## src/rtl/alu_ctrl_decode_pkg.sv

```systemverilog
// Shared types and constants for the ID stage: ALU op codes, operand selects,
// RV32I opcodes and the registered decode bundle. Honours ILLEGAL_INSN_EN.
package alu_ctrl_decode_pkg;

    localparam int unsigned WORD_SIZE  = 32;
    localparam int unsigned REG_ADDR_W = 5;

    typedef enum logic [3:0] {
        ALU_ADD   = 4'd0,
        ALU_SUB   = 4'd1,
        ALU_SLL   = 4'd2,
        ALU_SLT   = 4'd3,
        ALU_SLTU  = 4'd4,
        ALU_XOR   = 4'd5,
        ALU_SRL   = 4'd6,
        ALU_SRA   = 4'd7,
        ALU_OR    = 4'd8,
        ALU_AND   = 4'd9,
        ALU_LUI   = 4'd10,
        ALU_AUIPC = 4'd11
    } alu_op_e;

    localparam logic OP1_SEL_RS1 = 1'b0;
    localparam logic OP1_SEL_PC  = 1'b1;
    localparam logic OP2_SEL_RS2 = 1'b0;
    localparam logic OP2_SEL_IMM = 1'b1;

    localparam logic [6:0] OPC_OP     = 7'b0110011;
    localparam logic [6:0] OPC_OP_IMM = 7'b0010011;
    localparam logic [6:0] OPC_LUI    = 7'b0110111;
    localparam logic [6:0] OPC_AUIPC  = 7'b0010111;
    localparam logic [6:0] OPC_LOAD   = 7'b0000011;
    localparam logic [6:0] OPC_STORE  = 7'b0100011;
    localparam logic [6:0] OPC_JAL    = 7'b1101111;
    localparam logic [6:0] OPC_JALR   = 7'b1100111;
    localparam logic [6:0] OPC_BRANCH = 7'b1100011;

    typedef struct packed {
        logic [3:0]            alu_op;
        logic                  op1_sel;
        logic                  op2_sel;
        logic [WORD_SIZE-1:0]  imm;
        logic [WORD_SIZE-1:0]  pc;
        logic [REG_ADDR_W-1:0] rs1;
        logic [REG_ADDR_W-1:0] rs2;
        logic [REG_ADDR_W-1:0] rd;
        logic                  reg_write;
`ifdef ILLEGAL_INSN_EN
        logic                  illegal;
`endif
    } id_bundle_t;

    // Shared OP / OP-IMM map; alt selects SUB/SRA where funct7[5] applies.
    function automatic alu_op_e alu_from_funct(input logic [2:0] funct3, input logic alt);
        alu_op_e op;
        unique case (funct3)
            3'b000:  op = alt ? ALU_SUB : ALU_ADD;
            3'b001:  op = ALU_SLL;
            3'b010:  op = ALU_SLT;
            3'b011:  op = ALU_SLTU;
            3'b100:  op = ALU_XOR;
            3'b101:  op = alt ? ALU_SRA : ALU_SRL;
            3'b110:  op = ALU_OR;
            default: op = ALU_AND;
        endcase
        return op;
    endfunction

endpackage

```

## src/rtl/alu_ctrl_decode_skid.sv

```systemverilog
// id_skid_buffer: generic 2-entry valid/ready register (output entry plus one skid entry)
// with flush; o_Ready is registered so upstream never sees a combinational path.
module id_skid_buffer #(
    parameter int unsigned WIDTH = 8
) (
    input  logic             i_Clk,
    input  logic             i_Rst,
    input  logic             i_Flush,
    input  logic             i_Valid,
    output logic             o_Ready,
    input  logic [WIDTH-1:0] i_Data,
    output logic             o_Valid,
    input  logic             i_Ready,
    output logic [WIDTH-1:0] o_Data
);

    logic             out_valid_q, out_valid_d;
    logic             skid_valid_q, skid_valid_d;
    logic             ready_q, ready_d;
    logic [WIDTH-1:0] out_data_q, out_data_d;
    logic [WIDTH-1:0] skid_data_q, skid_data_d;
    logic             accept;

    assign accept = i_Valid & ready_q;

    always_comb begin
        out_valid_d  = out_valid_q;
        skid_valid_d = skid_valid_q;
        out_data_d   = out_data_q;
        skid_data_d  = skid_data_q;
        if (i_Flush) begin
            out_valid_d  = 1'b0;
            skid_valid_d = 1'b0;
        end else if (skid_valid_q) begin
            // Skid full implies output full and ready_q low, so no accept here.
            if (i_Ready) begin
                out_data_d   = skid_data_q;
                out_valid_d  = 1'b1;
                skid_valid_d = 1'b0;
            end
        end else if (accept) begin
            if (!out_valid_q || i_Ready) begin
                out_data_d  = i_Data;
                out_valid_d = 1'b1;
            end else begin
                skid_data_d  = i_Data;
                skid_valid_d = 1'b1;
            end
        end else if (i_Ready) begin
            out_valid_d = 1'b0;
        end
        ready_d = !skid_valid_d;
    end

    always_ff @(posedge i_Clk) begin
        if (i_Rst) begin
            out_valid_q  <= 1'b0;
            skid_valid_q <= 1'b0;
            ready_q      <= 1'b1;
            out_data_q   <= '0;
            skid_data_q  <= '0;
        end else begin
            out_valid_q  <= out_valid_d;
            skid_valid_q <= skid_valid_d;
            ready_q      <= ready_d;
            out_data_q   <= out_data_d;
            skid_data_q  <= skid_data_d;
        end
    end

    assign o_Ready = ready_q;
    assign o_Valid = out_valid_q;
    assign o_Data  = out_data_q;

endmodule

```

## src/rtl/alu_ctrl_decode.sv

```systemverilog
// RV32I decode stage: instruction word -> ALU op, operand selects, immediate and register
// indices, registered through a 2-entry skid buffer. ILLEGAL_INSN_EN adds o_Illegal.
module alu_ctrl_decode
    import alu_ctrl_decode_pkg::*;
(
    input  logic                  i_Clk,
    input  logic                  i_Rst,
    input  logic                  i_Flush,
    input  logic                  i_Valid,
    output logic                  o_Ready,
    input  logic [WORD_SIZE-1:0]  i_Instr,
    input  logic [WORD_SIZE-1:0]  i_Pc,
    output logic                  o_Valid,
    input  logic                  i_Ready,
    output logic [3:0]            o_AluOp,
    output logic                  o_Op1Sel,
    output logic                  o_Op2Sel,
    output logic [WORD_SIZE-1:0]  o_Imm,
    output logic [WORD_SIZE-1:0]  o_Pc,
    output logic [REG_ADDR_W-1:0] o_Rs1,
    output logic [REG_ADDR_W-1:0] o_Rs2,
    output logic [REG_ADDR_W-1:0] o_Rd,
`ifdef ILLEGAL_INSN_EN
    output logic                  o_Illegal,
`endif
    output logic                  o_RegWrite
);

    id_bundle_t           dec, held;
    logic                 illegal;
    logic [6:0]           opcode, funct7;
    logic [2:0]           funct3;
    logic [WORD_SIZE-1:0] imm_i, imm_s, imm_b, imm_j, imm_u;

    assign opcode = i_Instr[6:0];
    assign funct3 = i_Instr[14:12];
    assign funct7 = i_Instr[31:25];

    assign imm_i = {{20{i_Instr[31]}}, i_Instr[31:20]};
    assign imm_s = {{20{i_Instr[31]}}, i_Instr[31:25], i_Instr[11:7]};
    assign imm_b = {{19{i_Instr[31]}}, i_Instr[31], i_Instr[7], i_Instr[30:25],
                    i_Instr[11:8], 1'b0};
    assign imm_j = {{11{i_Instr[31]}}, i_Instr[31], i_Instr[19:12], i_Instr[20],
                    i_Instr[30:21], 1'b0};
    // The ALU applies the <<12 for LUI/AUIPC, so the U immediate stays right-justified.
    assign imm_u = {12'b0, i_Instr[31:12]};

    always_comb begin
        dec         = '0;
        illegal     = 1'b0;
        dec.alu_op  = ALU_ADD;
        dec.op1_sel = OP1_SEL_RS1;
        dec.op2_sel = OP2_SEL_RS2;
        dec.pc      = i_Pc;
        dec.rs1     = i_Instr[19:15];
        dec.rs2     = i_Instr[24:20];
        dec.rd      = i_Instr[11:7];
        case (opcode)
            OPC_OP: begin
                dec.alu_op    = alu_from_funct(funct3, funct7[5]);
                dec.reg_write = 1'b1;
                illegal = !((funct7 == 7'h00) ||
                            (funct7 == 7'h20 && (funct3 == 3'b000 || funct3 == 3'b101)));
            end
            OPC_OP_IMM: begin
                dec.alu_op    = alu_from_funct(funct3, funct3 == 3'b101 && funct7[5]);
                dec.op2_sel   = OP2_SEL_IMM;
                dec.imm       = imm_i;
                dec.reg_write = 1'b1;
                illegal = (funct3 == 3'b001 && funct7 != 7'h00) ||
                          (funct3 == 3'b101 && funct7 != 7'h00 && funct7 != 7'h20);
            end
            OPC_LUI: begin
                dec.alu_op    = ALU_LUI;
                dec.op2_sel   = OP2_SEL_IMM;
                dec.imm       = imm_u;
                dec.reg_write = 1'b1;
            end
            OPC_AUIPC: begin
                dec.alu_op    = ALU_AUIPC;
                dec.op1_sel   = OP1_SEL_PC;
                dec.op2_sel   = OP2_SEL_IMM;
                dec.imm       = imm_u;
                dec.reg_write = 1'b1;
            end
            OPC_LOAD: begin
                dec.op2_sel   = OP2_SEL_IMM;
                dec.imm       = imm_i;
                dec.reg_write = 1'b1;
            end
            OPC_STORE: begin
                dec.op2_sel = OP2_SEL_IMM;
                dec.imm     = imm_s;
            end
            OPC_JAL: begin
                dec.op1_sel   = OP1_SEL_PC;
                dec.op2_sel   = OP2_SEL_IMM;
                dec.imm       = imm_j;
                dec.reg_write = 1'b1;
            end
            OPC_JALR: begin
                dec.op2_sel   = OP2_SEL_IMM;
                dec.imm       = imm_i;
                dec.reg_write = 1'b1;
            end
            OPC_BRANCH: begin
                dec.imm = imm_b;
                case (funct3[2:1])
                    2'b00:   dec.alu_op = ALU_SUB;
                    2'b10:   dec.alu_op = ALU_SLT;
                    2'b11:   dec.alu_op = ALU_SLTU;
                    default: illegal    = 1'b1;
                endcase
            end
            default: illegal = 1'b1;
        endcase
        if (illegal) begin
            dec.alu_op    = ALU_ADD;
            dec.reg_write = 1'b0;
        end
        if (dec.rd == '0) begin
            dec.reg_write = 1'b0;
        end
`ifdef ILLEGAL_INSN_EN
        dec.illegal = illegal;
`endif
    end

    id_skid_buffer #(
        .WIDTH($bits(id_bundle_t))
    ) u_skid (
        .i_Clk   (i_Clk),
        .i_Rst   (i_Rst),
        .i_Flush (i_Flush),
        .i_Valid (i_Valid),
        .o_Ready (o_Ready),
        .i_Data  (dec),
        .o_Valid (o_Valid),
        .i_Ready (i_Ready),
        .o_Data  (held)
    );

    assign o_AluOp    = held.alu_op;
    assign o_Op1Sel   = held.op1_sel;
    assign o_Op2Sel   = held.op2_sel;
    assign o_Imm      = held.imm;
    assign o_Pc       = held.pc;
    assign o_Rs1      = held.rs1;
    assign o_Rs2      = held.rs2;
    assign o_Rd       = held.rd;
    assign o_RegWrite = held.reg_write;
`ifdef ILLEGAL_INSN_EN
    assign o_Illegal  = held.illegal;
`endif

endmodule

```

## config.mk

```make
export PLATFORM = sky130hd
export DESIGN_NAME = alu_ctrl_decode
export DESIGN_NICKNAME = d
export VERILOG_FILES = /design/src/rtl/alu_ctrl_decode_pkg.sv /design/src/rtl/alu_ctrl_decode_skid.sv /design/src/rtl/alu_ctrl_decode.sv
export SDC_FILE = /design/constraint.sdc
export NUM_CORES = 1
export LEC_CHECK = 0
export ABC_AREA = 1
export CAP_MARGIN = 15
export CORE_MARGIN = 2
export CORE_UTILIZATION = 54
export DETAILED_ROUTE_END_ITERATION = 8
export PLACE_DENSITY = 0.95
export SYNTH_ARGS = -nofsm -noshare
export SYNTH_HDL_FRONTEND = slang
export SYNTH_SLANG_ARGS = --single-unit
```

## constraint.sdc

```tcl
create_clock -name i_Clk -period 2.87 [get_ports i_Clk]
set_input_delay 0.574 -clock i_Clk [delete_from_list [all_inputs] [get_ports i_Clk]]
set_output_delay 0.574 -clock i_Clk [all_outputs]
set_load 0.05 [all_outputs]
```

==> impl_metrics.tcl, run 1 <==
set metrics [dict create \
    yosys-top-cells-area "dfxtp_1 45%, o21ai_0 11%, nand2_1 9.8%" \
    gr-total-overflow 0 \
    grt_pass1_vias 6303 \
    final.setup.worst_slack_ns 0.380 \
    report.final.setup_viol 0 \
    p_per_area_nw_per_um2 621 \
    firstDrtPassIters 6 \
    hold_viol 0 \
    p_leak_nw 3.66 \
    rows 41 \
    synth.distinct_cells 32 \
    cts_setup_buffers 0 \
    die_area_um2 13600 \
    synth_fp_nets 1035 \
    first_iter_violations 852 \
    coreArea_um2 12500 \
    tritoncts "yes" \
    min_path_type "flop to flop" \
    synth_top_family_by_area "compound AO/OA/AOI/OAI gates" \
    path_clk_slew_ns 0.06 \
    ctsHoldBuffers 0 \
    crit_required_ns 2.30 \
    synthCells 966 \
    rsz0062_at_grt "no" \
    fin_cells 1259 \
    skew_ns 0.00864 \
    arrival_ns 1.92 \
    cts_buffers 17 \
    cts_root_buf "clkbuf_16" \
    areaGrowthSynthToFinish_pct 31.4 \
    critPathKind "flop to output pin" \
    yosysTopAreaCell "dfxtp_1" \
    syn_area_um2 6840 \
    start_kind "flop" \
    drt-total-wl_mm 19.7 \
    end_kind "output pin" \
    grt_max_degree 95 \
    pre_cts_slack_ns 0.270 \
    seq_area_frac_synth_pct 44.8 \
    slowest_stage "clkdlybuf4s50_1" \
    final_common_cell "nand2_1" \
    fp.dieH_um 117 \
    ir_drop_mv 0.378 \
    clock-sinks 153 \
    nets 1143 \
    status "finished, final reports clean" \
    synth_top_cell_area_share_pct 44.8 \
    drv_slew 0 \
    synth_xor_area_share_pct 0 \
    timing.slew.headroom_pct 40.0 \
    yosys.area_share.simple_pct 22.6 \
    synth-seq-cells 153 \
    critPathBufInv 1 \
    synth-adder-area-share_pct 0 \
    gp_congestion 0.938 \
    cts_resized 0 \
    critical_path.max_stage_delay_ns 0.92 \
    initial_core_util_pct 54.8 \
    seq_area_um2 3060 \
    synth-compound-area-share_pct 23.7 \
    cp_cell_sequence "clkdlybuf4s50_1" \
    hold_slack_ns 0.472 \
    ctsHtreeMaxLevel 4 \
    vias_per_cell 5.70 \
    nFillCells 954 \
    p_total_mw 5.58 \
    place_area_um2 8340 \
    async_flop_share_pct 0 \
    synth_edf_count 0 \
    antenna_found_initial 0 \
    clk_latency_ns 0.43 \
    port_buffers 156 \
    ios 157 \
    cp_max_fo 13 \
    die_w_um 117 \
    diodes 0 \
    fin_util_pct 72.1 \
    dp_hpwl_mm 12.3 \
    avgSynthCellArea_um2 7.08 \
    yosysWarnings 0 \
    synth.mux.area_fraction_pct 0 \
    max_freq_mhz 402 \
    design_area_um2 8980 \
    dp_cells 1227 \
    antenna_left 0 \
    synth_flop_cell "dfxtp_1" \
    drive_gt1_share_pct 5.89 \
    wl_per_cell_um 15.7 \
    vias 7174 \
    final_cell_mix "178 x nand2_1, 156 x clkdlybuf4s50_1, 152 x dfxtp_1, 151 x o21ai_0, 150 x nor2_1" \
    critPathTopFamily "buffers and inverters" \
    multiInputGateArea_um2 3170 \
    route.detailed.drc 0 \
    cap_violations 0 \
    clock_path_buffers 2 \
    post-route-period-util_pct 86.8 \
    grt_use_total_pct 28.9 \
    tightest_slew_ns 0.900 \
    min_period_ns 2.49 \
    setup_tns_ns 0 \
    grt_pass1_wl_mm 31.1 \
]
cell type report:
cell class	count	area share (%)
clock inverter	12	2.20
inverter	50	2.12
clock buffer	20	4.97
sequential	153	34.1
tap	172	2.40
multi-input combinational	684	35.3
timing repair buffer	168	18.9
cell usage after synthesis, drive strengths merged (4+ instances only):
cell and n:
inv 50, clkbuf 31, nand3b 7, dfxtp 153, a31oi 49, a21oi 86
nor3 4, nor2 153, buf 48, nand3 20, nand2 182, o21ai 167
nand4 8
per-layer routing:
layer	part of all wire [%]	routed length [µm]	global-route usage, %
met1	41	8050	38.0
met2	46	9160	46.4
met3	9.4	1860	5.76
met4	3.3	645	12.5
met5	0	0	0
power by group:
group          switching, mW  internal, mW  total, mW
Clock                  0.878          1.56       2.44
Sequential            0.0516          2.21       2.26
Combinational          0.561         0.309      0.871
worst reg2reg max path, delay by kind of cell, from the launching register on:
kind / cells / cell delay (ns)
buffers and inverters: 3 / 0.74
AO/OA/AOI/OAI: 2 / 0.40
AND/OR/NAND/NOR: 3 / 0.37
flip-flops: 1 / 0.34
state kept, by name (all words and copies together) (netlist names):
name,cells
u_skid.o_Valid,1
u_skid.skid_valid_q,1
u_skid.skid_data_q,75
u_skid.o_Ready,1
u_skid.o_Data,75
kinds of logic (layout without fill, tap and decap cells):
family | after synthesis | in the layout
AO/OA/AOI/OAI | 308 | 308
buffers and inverters | 129 | 250
AND/OR/NAND/NOR | 376 | 376
flip-flops | 153 | 153
worst paths after layout:
path              slack, ns  depth (start not counted)             startpoint                 to
setup / recovery       0.38                          1      u_skid.o_Data[79]          o_Imm[27]
hold / removal         0.47                          2  u_skid.skid_data_q[3]   u_skid.o_Data[3]
hold reg to reg        0.47                          2  u_skid.skid_data_q[3]   u_skid.o_Data[3]
setup reg to reg       0.93                          8    u_skid.skid_valid_q  u_skid.o_Data[59]
Note: power is estimated with default switching activity, not from simulation.
==> run 2: changes to the inputs <==
CORE_UTILIZATION = 45   (was 54)
PLACE_DENSITY = 0.83   (was 0.95)
==> run 2 against run 1 <==
Via count shrank 3.0%; worst setup slack gained 0.025 ns; non-clock buffer count grew 4; highest routed layer unchanged; register-to-register slack lost 0.18 ns; core utilization shrank 12 points; flip-flop and latch count is the same; final cell count grew 1.6%; combinational power is essentially flat; power shrank 2.5%; clock-buffer cell count shrank 3; sequential power is essentially flat.
==> impl_metrics.tcl, run 2 (same netlist as run 1, synthesis figures left out) <==
set metrics [dict create \
    drt-total-wl_mm 19.4 \
    initial_core_util_pct 45.5 \
    ir_drop_mv 0.471 \
    clock-sinks 153 \
    min_period_ns 2.46 \
    end_kind "output pin" \
    gr-total-overflow 0 \
    route.detailed.drc 0 \
    report.final.setup_viol 0 \
    nFillCells 1322 \
    critPathKind "flop to output pin" \
    port_buffers 156 \
    grt_use_total_pct 24.0 \
    setup_tns_ns 0 \
    path_clk_slew_ns 0.07 \
    die_area_um2 16200 \
    skew_ns 0.0114 \
    ios 157 \
    clock_path_buffers 2 \
    vias_per_cell 5.44 \
    rows 45 \
    p_leak_nw 3.66 \
    arrival_ns 1.89 \
    design_area_um2 9010 \
    cts_root_buf "clkbuf_16" \
    p_total_mw 5.44 \
    critPathTopFamily "buffers and inverters" \
    final_common_cell "nand2_1" \
    nets 1147 \
    first_iter_violations 795 \
    areaGrowthSynthToFinish_pct 31.8 \
    dp_hpwl_mm 12.7 \
    wl_per_cell_um 15.2 \
    grt_pass1_wl_mm 31.6 \
    timing.slew.headroom_pct 40.8 \
    start_kind "flop" \
    ctsHtreeMaxLevel 4 \
    critPathBufInv 1 \
    tritoncts "yes" \
    final.setup.worst_slack_ns 0.405 \
    drv_slew 0 \
    antenna_found_initial 0 \
    die_w_um 127 \
    grt_max_degree 82 \
    gp_congestion 0.935 \
    hold_slack_ns 0.469 \
    fp.dieH_um 127 \
    cts_buffers 17 \
    cts_resized 0 \
    cp_cell_sequence "clkdlybuf4s50_1" \
    slowest_stage "clkdlybuf4s50_1" \
    firstDrtPassIters 5 \
    tightest_slew_ns 0.888 \
    max_freq_mhz 406 \
    antenna_left 0 \
    cp_max_fo 13 \
    p_per_area_nw_per_um2 603 \
    cts_setup_buffers 0 \
    ctsHoldBuffers 0 \
    crit_required_ns 2.30 \
    place_area_um2 8400 \
    pre_cts_slack_ns 0.384 \
    drive_gt1_share_pct 6.42 \
    clk_latency_ns 0.43 \
    grt_pass1_vias 6362 \
    cap_violations 0 \
    min_path_type "flop to flop" \
    hold_viol 0 \
    final_cell_mix "178 x nand2_1, 156 x clkdlybuf4s50_1, 152 x dfxtp_1, 151 x o21ai_0, 150 x nor2_1" \
    critical_path.max_stage_delay_ns 0.89 \
    rsz0062_at_grt "no" \
    vias 6959 \
    post-route-period-util_pct 85.9 \
    diodes 0 \
    status "finished, final reports clean" \
    coreArea_um2 15000 \
]
run 2: final cells by class:
cell class                 instances  area, µm²  share of cell area, %
multi-input combinational        684       3170                   35.2
inverter                          50        190                   2.11
clock buffer                      17        425                   4.72
timing repair buffer             172       1740                   19.4
sequential                       153       3060                   34.0
tap                              188        235                   2.61
clock inverter                    15        183                   2.03
run 2: through the flow:
| stage | instances | util (%) |
|---|---|---|
| after detailed placement | 1247 | 55.9 |
| final | 1279 | 59.9 |
| after global routing | 1279 | 59.9 |
| after CTS | 1279 | 59.9 |
| after global placement | 1247 | 55.9 |
| after floorplan | 966 | - |
run 2: power by group:
part | switching (mW) | total, mW | leakage [nW] | internal (mW)
registers | 0.0490 | 2.26 | 1.25 | 2.21
logic | 0.559 | 0.873 | 2.12 | 0.314
clock network | 0.986 | 2.30 | 0.293 | 1.32
run 2: path summary, 6_finish.rpt:
path                          start                     end  slack, ns  depth (start not counted)
max               u_skid.o_Data[79]               o_Imm[23]       0.41                          1
min          u_skid.skid_data_q[18]       u_skid.o_Data[18]       0.47                          2
max reg2reg     u_skid.skid_valid_q  u_skid.skid_data_q[64]       0.75                          7
min reg2reg  u_skid.skid_data_q[18]       u_skid.o_Data[18]       0.47                          2
run 2: metal layers:
layer	global-route usage (%)	part of all wire, %	vias up
met1	32.0	44	3168
met4	8.21	2.4	0
met5	0	0	-
li1	-	-	3439
met3	5.53	7.2	45
met2	38.5	47	307
==> run 3: changes to the inputs <==
PLACE_DENSITY = 0.73   (was 0.83)
==> run 3 against run 2 <==
Sequential share of layout area grew 0.071 points; clock-buffer cell count is 1 higher; critical path depth stayed put; largest cell class unchanged; highest routed layer unchanged.
==> impl_metrics.tcl, run 3 (same netlist as run 1, synthesis figures left out) <==
set metrics [dict create \
    dp_cells 1247 \
    cts_buffers 17 \
    ir_drop_mv 0.422 \
    clk_latency_ns 0.43 \
    final_cell_mix "178 x nand2_1, 156 x clkdlybuf4s50_1, 152 x dfxtp_1, 151 x o21ai_0, 150 x nor2_1" \
    timing.slew.headroom_pct 38.9 \
    vias 6912 \
    rr_worst_depth 8 \
    dp_hpwl_mm 12.4 \
    gr-total-overflow 0 \
    design_area_um2 8990 \
    route.detailed.drc 0 \
    cts_root_buf "clkbuf_16" \
    end_kind "output pin" \
    antenna_left 0 \
    die_area_um2 16200 \
    cp_cell_sequence "clkdlybuf4s50_1" \
    rsz0062_at_grt "no" \
    pre_cts_slack_ns 0.406 \
    ctsHtreeMaxLevel 4 \
    skew_ns 0.00674 \
    start_kind "flop" \
    areaGrowthSynthToFinish_pct 31.5 \
    sequentialPowerShare_pct 42.4 \
    slowest_stage "clkdlybuf4s50_1" \
    status "finished, final reports clean" \
    vias_per_cell 5.40 \
    p_int_mw 3.83 \
    cts_setup_buffers 0 \
    drv_slew 0 \
    die_w_um 127 \
    tritoncts "yes" \
    place_area_um2 8400 \
    p_clk_share_pct 41.3 \
    critPathTopFamily "buffers and inverters" \
    fin_util_pct 59.8 \
    clock-sinks 153 \
    hold_viol 0 \
    p_leak_nw 3.65 \
    min_path_type "flop to flop" \
    fin_cells 1279 \
    p_per_area_nw_per_um2 593 \
    path_clk_slew_ns 0.06 \
    final_common_cell "nand2_1" \
    initial_core_util_pct 45.5 \
    critPathKind "flop to output pin" \
    rrSetupSlack_ns 1.11 \
    nets 1147 \
    setup_tns_ns 0 \
    antenna_found_initial 0 \
    post-route-period-util_pct 85.7 \
    cp_max_fo 13 \
    p_total_mw 5.33 \
    fp.dieH_um 127 \
    drive_gt1_share_pct 6.42 \
    arrival_ns 1.89 \
    grt_pass1_wl_mm 30.8 \
    cts_resized 0 \
    hold_slack_ns 0.469 \
    first_iter_violations 599 \
    whs_endpoint "u_skid.o_Data[7]" \
    ios 157 \
    cap_violations 0 \
    p_sw_mw 1.50 \
    coreArea_um2 15000 \
    firstDrtPassIters 5 \
    gp_congestion 0.987 \
    critPathBufInv 1 \
    hold-path-cell-count 2 \
    tightest_slew_ns 0.917 \
    port_buffers 156 \
    grt_pass1_vias 6078 \
    report.final.setup_viol 0 \
    holdCritStartpoint "u_skid.skid_data_q[7]" \
    diodes 0 \
    rr_startpoint "u_skid.skid_valid_q" \
    ctsHoldBuffers 0 \
    wl_per_cell_um 14.9 \
    grt_use_total_pct 23.5 \
    max_freq_mhz 406 \
    final.setup.worst_slack_ns 0.410 \
    grt_max_degree 82 \
    cp.depth 1 \
    min_period_ns 2.46 \
    p_comb_share_pct 16.3 \
    rows 45 \
    nFillCells 1397 \
    critical_path.max_stage_delay_ns 0.89 \
    crit_required_ns 2.30 \
    swShare_pct 28.2 \
    clock_path_buffers 2 \
    drt-total-wl_mm 19.1 \
    reg2reg_to "u_skid.o_Data[8]" \
]
-- run 3: changes by cell type in the layout (fill, tap and decap cells not counted), moves of 2 or more --
| cell | before | now |
|---|---|---|
| inv_6 | 4 | 2 |
| inv_8 | 3 | 0 |
| clkinvlp_4 | 2 | 4 |
| clkinv_2 | 1 | 4 |
-- run 3: power groups by stage --
stage	clock network, mW	logic [mW]	registers (mW)
after CTS	2.24	0.869	2.26
final	2.20	0.868	2.26
after floorplan	0	0.286	2.55
after global routing	2.32	0.925	2.27
after detailed placement	0	0.864	2.30
after global placement	0	0.863	2.30
-- run 3: layout make-up --
type	count	area (µm²)	area share, %
flip-flops and latches	153	3060	34.1
clock inverters	14	149	1.66
inverters	50	191	2.13
repair buffers	172	1740	19.4
clock buffers	18	439	4.89
well taps	188	235	2.62
multi-input cells	684	3170	35.2
-- run 3: tightest hold or removal path, cell delays in order (launching register included) --
cell     delay (ns)
dfxtp_1        0.31
nand2_1        0.05
a31oi_1        0.07
-- run 3: worst max-delay path by stage --
stage                                        end              start
after global placement         u_skid.o_Data[59]         i_Instr[2]
after floorplan           u_skid.skid_data_q[52]     u_skid.o_Valid
after detailed placement       u_skid.o_Data[59]         i_Instr[1]
after CTS                              o_Imm[29]  u_skid.o_Data[79]
final                                  o_Imm[29]  u_skid.o_Data[79]
after global routing                   o_Imm[24]  u_skid.o_Data[79]
-- run 3: metal layers --
layer / vias to the layer above / global-route usage, % / wire length (µm)
li1: 3439 / - / -
met1: 3155 / 33.6 / 8890
met2: 279 / 35.3 / 8400
met3: 39 / 4.86 / 1370
met4: 0 / 8.08 / 441
met5: - / 0 / 0
